**src/rtl/enc_cnt_capture.sv**
```systemverilog
`default_nettype none
// ------------------------------------------------------------------------
// enc_cnt_capture : per-channel count capture on strobe edges, record FIFO
// and 32-bit record serialiser. Optional macro: ENC_CAP_TIMESTAMP_EN.
// Revision: 1.0
// ------------------------------------------------------------------------
module enc_cnt_capture #(
   parameter int         P_DEPTH   = 16,
   parameter logic [7:0] P_HDR_TAG = 8'hA5
) (
   input  logic                      CLK,
   input  logic                      I_RST_N,
   input  logic                      I_ARM,
   input  logic                      I_STB0,
   input  logic [63:0]               I_CNT0,
   input  logic                      I_STB1,
   input  logic [63:0]               I_CNT1,
   output logic [31:0]               O_TDATA,
   output logic                      O_TVALID,
   input  logic                      I_TREADY,
   output logic                      O_TLAST,
   output logic                      O_OVF,
   output logic [$clog2(P_DEPTH):0]  O_LEVEL
);
   localparam int AW = $clog2(P_DEPTH);
   localparam logic [AW:0] FULL_LVL = P_DEPTH[AW:0];
`ifdef ENC_CAP_TIMESTAMP_EN
   localparam int   REC_W   = 145;
   localparam logic TS_FLAG = 1'b1;
`else
   localparam int   REC_W   = 81;
   localparam logic TS_FLAG = 1'b0;
`endif

   typedef enum logic [2:0] {S_IDLE, S_HDR, S_THI, S_TLO, S_CHI, S_CLO} state_t;

   logic [1:0]       stb_q, stb_d, rise, pend_v_q, pend_v_d;
   logic             arm_q, arm_d, arm_rise, ovf_q, ovf_d;
   logic [15:0]      seq_q [2];
   logic [15:0]      seq_d [2];
   logic [REC_W-1:0] pend_q [2];
   logic [REC_W-1:0] pend_d [2];
   logic [REC_W-1:0] mem_q [P_DEPTH];
   logic [REC_W-1:0] wr_rec, rd_rec;
   logic [AW:0]      wr_ptr_q, wr_ptr_d, rd_ptr_q, rd_ptr_d, level;
   logic             full, empty, fifo_wr, fifo_rd, hs;
   state_t           state_q;
   logic [31:0]      tdata_q;
   logic             tvalid_q, tlast_q;
   logic [63:0]      cnt_hold_q;

`ifdef ENC_CAP_TIMESTAMP_EN
   logic [63:0] ts_q, ts_d, ts_hold_q;
   assign ts_d = ts_q + 64'd1;
   always_ff @(posedge CLK or negedge I_RST_N) begin
      if (!I_RST_N) ts_q <= '0;
      else          ts_q <= ts_d;
   end
`endif

   function automatic logic [31:0] hdr_word(input logic [16:0] ch_seq);
      return {P_HDR_TAG, 6'b0, TS_FLAG, ch_seq};
   endfunction

   always_comb begin
      stb_d    = {I_STB1, I_STB0};
      arm_d    = I_ARM;
      rise     = stb_d & ~stb_q;
      arm_rise = I_ARM & ~arm_q;
      level    = wr_ptr_q - rd_ptr_q;
      full     = (level == FULL_LVL);
      empty    = (level == '0);
      hs       = tvalid_q & I_TREADY;
      // channel 0 always wins the single write port
      fifo_wr  = (pend_v_q != 2'b00) && !full;
      wr_rec   = pend_v_q[0] ? pend_q[0] : pend_q[1];
      fifo_rd  = ((state_q == S_IDLE) || ((state_q == S_CLO) && hs)) && !empty;
      pend_v_d = pend_v_q;
      if (fifo_wr) begin
         if (pend_v_q[0]) pend_v_d[0] = 1'b0;
         else             pend_v_d[1] = 1'b0;
      end
      ovf_d = ovf_q & ~arm_rise;
      for (int i = 0; i < 2; i++) begin
         seq_d[i]  = arm_rise ? 16'd0 : seq_q[i];
         pend_d[i] = pend_q[i];
         if (I_ARM && rise[i]) begin
            // an occupied slot drops the event, even if it drains on this edge
            if (pend_v_q[i]) begin
               ovf_d = 1'b1;
            end else begin
`ifdef ENC_CAP_TIMESTAMP_EN
               pend_d[i] = {ts_q, 1'(i), seq_d[i], (i == 0) ? I_CNT0 : I_CNT1};
`else
               pend_d[i] = {1'(i), seq_d[i], (i == 0) ? I_CNT0 : I_CNT1};
`endif
               pend_v_d[i] = 1'b1;
            end
            seq_d[i] = seq_d[i] + 16'd1;
         end
      end
      wr_ptr_d = wr_ptr_q + {{AW{1'b0}}, fifo_wr};
      rd_ptr_d = rd_ptr_q + {{AW{1'b0}}, fifo_rd};
   end

   always_ff @(posedge CLK or negedge I_RST_N) begin
      if (!I_RST_N) begin
         stb_q    <= '0;
         arm_q    <= 1'b0;
         ovf_q    <= 1'b0;
         pend_v_q <= '0;
         wr_ptr_q <= '0;
         rd_ptr_q <= '0;
         for (int i = 0; i < 2; i++) begin
            seq_q[i]  <= '0;
            pend_q[i] <= '0;
         end
      end else begin
         stb_q    <= stb_d;
         arm_q    <= arm_d;
         ovf_q    <= ovf_d;
         pend_v_q <= pend_v_d;
         wr_ptr_q <= wr_ptr_d;
         rd_ptr_q <= rd_ptr_d;
         for (int i = 0; i < 2; i++) begin
            seq_q[i]  <= seq_d[i];
            pend_q[i] <= pend_d[i];
         end
      end
   end

   always_ff @(posedge CLK) begin
      if (fifo_wr) mem_q[wr_ptr_q[AW-1:0]] <= wr_rec;
   end
   assign rd_rec = mem_q[rd_ptr_q[AW-1:0]];

   always_ff @(posedge CLK or negedge I_RST_N) begin
      if (!I_RST_N) begin
         state_q    <= S_IDLE;
         tdata_q    <= '0;
         tvalid_q   <= 1'b0;
         tlast_q    <= 1'b0;
         cnt_hold_q <= '0;
`ifdef ENC_CAP_TIMESTAMP_EN
         ts_hold_q  <= '0;
`endif
      end else begin
         case (state_q)
            S_IDLE: if (fifo_rd) begin
               cnt_hold_q <= rd_rec[63:0];
`ifdef ENC_CAP_TIMESTAMP_EN
               ts_hold_q  <= rd_rec[144:81];
`endif
               tdata_q    <= hdr_word(rd_rec[80:64]);
               tvalid_q   <= 1'b1;
               state_q    <= S_HDR;
            end
`ifdef ENC_CAP_TIMESTAMP_EN
            S_HDR: if (hs) begin
               tdata_q <= ts_hold_q[63:32];
               state_q <= S_THI;
            end
            S_THI: if (hs) begin
               tdata_q <= ts_hold_q[31:0];
               state_q <= S_TLO;
            end
            S_TLO: if (hs) begin
               tdata_q <= cnt_hold_q[63:32];
               state_q <= S_CHI;
            end
`else
            S_HDR: if (hs) begin
               tdata_q <= cnt_hold_q[63:32];
               state_q <= S_CHI;
            end
`endif
            S_CHI: if (hs) begin
               tdata_q <= cnt_hold_q[31:0];
               tlast_q <= 1'b1;
               state_q <= S_CLO;
            end
            S_CLO: if (hs) begin
               tlast_q <= 1'b0;
               if (fifo_rd) begin
                  cnt_hold_q <= rd_rec[63:0];
`ifdef ENC_CAP_TIMESTAMP_EN
                  ts_hold_q  <= rd_rec[144:81];
`endif
                  tdata_q    <= hdr_word(rd_rec[80:64]);
                  state_q    <= S_HDR;
               end else begin
                  tdata_q  <= '0;
                  tvalid_q <= 1'b0;
                  state_q  <= S_IDLE;
               end
            end
            default: state_q <= S_IDLE;
         endcase
      end
   end

   assign O_TDATA  = tdata_q;
   assign O_TVALID = tvalid_q;
   assign O_TLAST  = tlast_q;
   assign O_OVF    = ovf_q;
   assign O_LEVEL  = level;
endmodule
`default_nettype wire

```
**config.mk**
```make
export PLATFORM = sky130hd
export DESIGN_NAME = enc_cnt_capture
export DESIGN_NICKNAME = d
export VERILOG_FILES = /design/src/rtl/enc_cnt_capture.sv
export SDC_FILE = /design/constraint.sdc
export NUM_CORES = 2
export LEC_CHECK = 0
export CAP_MARGIN = 30
export CORE_UTILIZATION = 45
export DETAILED_ROUTE_END_ITERATION = 16
export DONT_BUFFER_PORTS = 1
export HOLD_SLACK_MARGIN = 0.05
export PLACE_DENSITY = 0.67
export SLEW_MARGIN = 5
export SYNTH_ARGS = -nofsm -noshare
export SYNTH_HDL_FRONTEND = slang
export SYNTH_SLANG_ARGS = --single-unit
```
**constraint.sdc**
```tcl
create_clock -name CLK -period 18.5 [get_ports CLK]
set_input_delay 2.775 -clock CLK [delete_from_list [all_inputs] [get_ports CLK]]
set_output_delay 2.775 -clock CLK [all_outputs]
set_load 0.02 [all_outputs]
```
==> reports/metrics.yaml <==
viasPerCell: 5.80
wl_per_cell_um: 27.4
synth_cells: 3214
cts_tree: "built"
cts.repair.resized: 0
dp_cells: 4889
finalClockSkew_ps: 27.9
synth_common_cells: "edfxtp_1 (1,296), nand2_1 (460), mux4_2 (388), dfrtp_1 (309), mux2_2 (144)"
avgSynthCellArea_sq_um: 19.4
hold_violations: 0
placementRows: 136
ys_async_sr_fraction_pct: 19.3
grt_busiest_layer: "met2"
track_usage_pct: 20.6
num_vias: 30200
core_sq_mm: 0.138
wirelength_mm: 143
initialDrtViolationCount: 3017
synthFlopType: "edfxtp_1"
start_util_pct: 45.4
outcome: "finished, final reports clean"
p_per_area_mw_per_mm2: 116
fin_nets: 3421
total_leakage_power_uw: 0.0248
ff2ff_path_depth: 10
post-route-period-util_pct: 33.9
globalplace.congestion: 0.811
finalSetupTns_ps: 0
arrival_ps: 3500
cp-startpoint: "rd_ptr_q[2]"
grt_util_met1_pct: 29.2
yosys_warnings: 0
finalSetupViolations: 0
slew_headroom_pct: 23.2
yosysTopAreaCell: "edfxtp_1"
slowest_delay_ps: 520
synth_cell_type_count: 57
layout_setup_ws_ps: 12220
final_cells: 5205
irDropWorstVdd_uv: 98.2
top_level_ports: 174
finalCriticalPeriod_ps: 6280
dieArea_sq_mm: 0.140
ys_top_cells_by_area: "edfxtp_1 (62%), mux4_2 (14%), dfrtp_1 (12%)"
cp.required_ps: 15730
timing.fmax_mhz: 159
netlist.area_leader.share_pct: 62.3
cp_cell_sequence: "buf_4, inv_6, ha_1, nand2b_1, a21o_1, xnor2_2, inv_2"
postPlaceCellArea_sq_mm: 0.0646
portBuffers: 0
r2r-end: "mem_q[9][21]"
h-tree-depth: 4
power_uw: 8150
die_y_um: 375
grt_pass1_wl_mm: 210
synth_seq_cells: 1605
cts_buffers: 163
drc: 0
syn-num-nets: 3363
hpwl_mm: 81.1
synth_edf_count: 1296
stdcell_area_sq_mm: 0.0702
overflow: 0
maxSlewViolCount: 0
max_cap_violations: 0
syn_area_sq_mm: 0.0625
grt_pass1_vias: 30900
worstSetupPathType: "reg -> out"
numClockSinks: 1605
use_met2_pct: 32.0
crit_slowest_cell: "buf_4"
clock_latency_ps: 790
hold_buffers: 0
drive_gt1_share_pct: 25.6
path_clk_slew_ps: 60
first_pass_iters: 5
met3_usage_pct: 5.35
crit_path_end_kind: "output pin"
postCtsSetupBuffers: 0
r2r_start: "rd_ptr_q[2]"
die_w_um: 375
cts_buffer_depth: 3
drt.antenna.violating_nets: 0
regToRegSetupSlack_ps: 12760
startpoint_type: "register"
root_buffer: "clkbuf_16"
antenna_found_initial: 4
areaGrowthSynthToFinish_pct: 12.3
rsz0062_at_grt: "false"
cp_max_fo: 42
yosysSeqAreaShare_pct: 74.7
place_ws_ps: 12440
post-synth-top-count-cell: "edfxtp_1"
worstHoldPathType: "reg -> reg"
grt_max_degree: 310
tightestPinTransition_ps: 1150
crit_end: "O_LEVEL[4]"
report_power, final:
group	leakage (uW)	total, uW	internal [uW]	switching, uW
clock	0.00256	3220	1850	1360
sequential	0.0159	4340	4270	73.4
combinational	0.00641	598	155	443
cell usage in the layout, fill, tap and decap left out, drive strengths merged, types with 14 or more instances in the layout:
cell type,netlist,final
ha,14,14
mux4,388,388
a22o,21,21
inv,42,52
xnor2,24,24
nand3,36,36
nor3,26,26
edfxtp,1296,1296
mux2,145,145
a32oi,17,17
clkbuf,124,241
o21ai,36,36
dfrtp,309,309
xor2,14,14
o22ai,17,17
buf,56,72
clkinv,1,42
a21oi,40,40
nand2,460,460
nor2,39,39
mux2i,23,23
worst max-delay path: cells and delay by family (launching register included):
family | cells | cell delay [ps]
compound gates | 1 | 200
xor+xnor | 1 | 370
fa+ha+maj | 1 | 490
buf+inv | 3 | 1200
flops | 1 | 320
simple gates | 1 | 100
metrics by stage:
step | utilization (%) | hold slack, ps
6_report | 51.0 | 463
5_1_grt | 51.0 | 485
4_1_cts | 50.8 | 468
3_5_place_dp | 46.9 | 448
3_3_place_gp | 46.8 | 441
2_1_floorplan | - | 426
cell families (layout without fill, tap and decap cells):
family,Yosys count,count (layout),share of synthesized area [%]
flops,1605,1605,74.7
simple gates,606,606,3.98
mux,556,556,17.0
buf+inv,223,419,1.68
compound gates,171,171,1.82
xor+xnor,38,38,0.545
fa+ha+maj,15,15,0.312
other cells,0,1,0
worst min path at each step:
| stage | slack, ps | end | from | cells past startpoint |
|---|---|---|---|---|
| 3_5_place_dp | 450 | pend_q[80] | pend_q[80] | 1 |
| 2_1_floorplan | 430 | pend_q[80] | pend_q[80] | 1 |
| 6_report | 460 | pend_q[156] | pend_q[156] | 2 |
| 4_1_cts | 470 | pend_q[76] | pend_q[76] | 2 |
| 5_1_grt | 490 | pend_q[17] | pend_q[17] | 2 |
| 3_3_place_gp | 440 | pend_q[80] | pend_q[80] | 1 |
metal layers:
metal  wire, um  up-vias
met1      61000    16100
met2      67900     1024
li1           -    12800
met5         34        -
met4       2500        4
met3      11300      190
area by class of cell:
cell class              count  area (sq um)
diodes                      1          2.50
well taps                1794          2240
clock inverters            63           613
repair buffers             73           926
multi-input cells        1386         14900
inverters                  43           166
clock buffers             240          4620
fillers                 10700         67500
flip-flops and latches   1605         46700
sequential cells by signal, summed over array words and instances (netlist names):
| signal | flops |
|---|---|
| arm_q | 1 |
| wr_ptr_q | 5 |
| O_TVALID | 1 |
| O_OVF | 1 |
| cnt_hold_q | 64 |
| seq_q | 32 |
| O_TLAST | 1 |
| rd_ptr_q | 5 |
| state_q | 2 |
| mem_q | 1296 |
| pend_q | 161 |
| O_TDATA | 32 |
| stb_q | 2 |
| pend_v_q | 2 |
(Power assumes the default switching activity.)
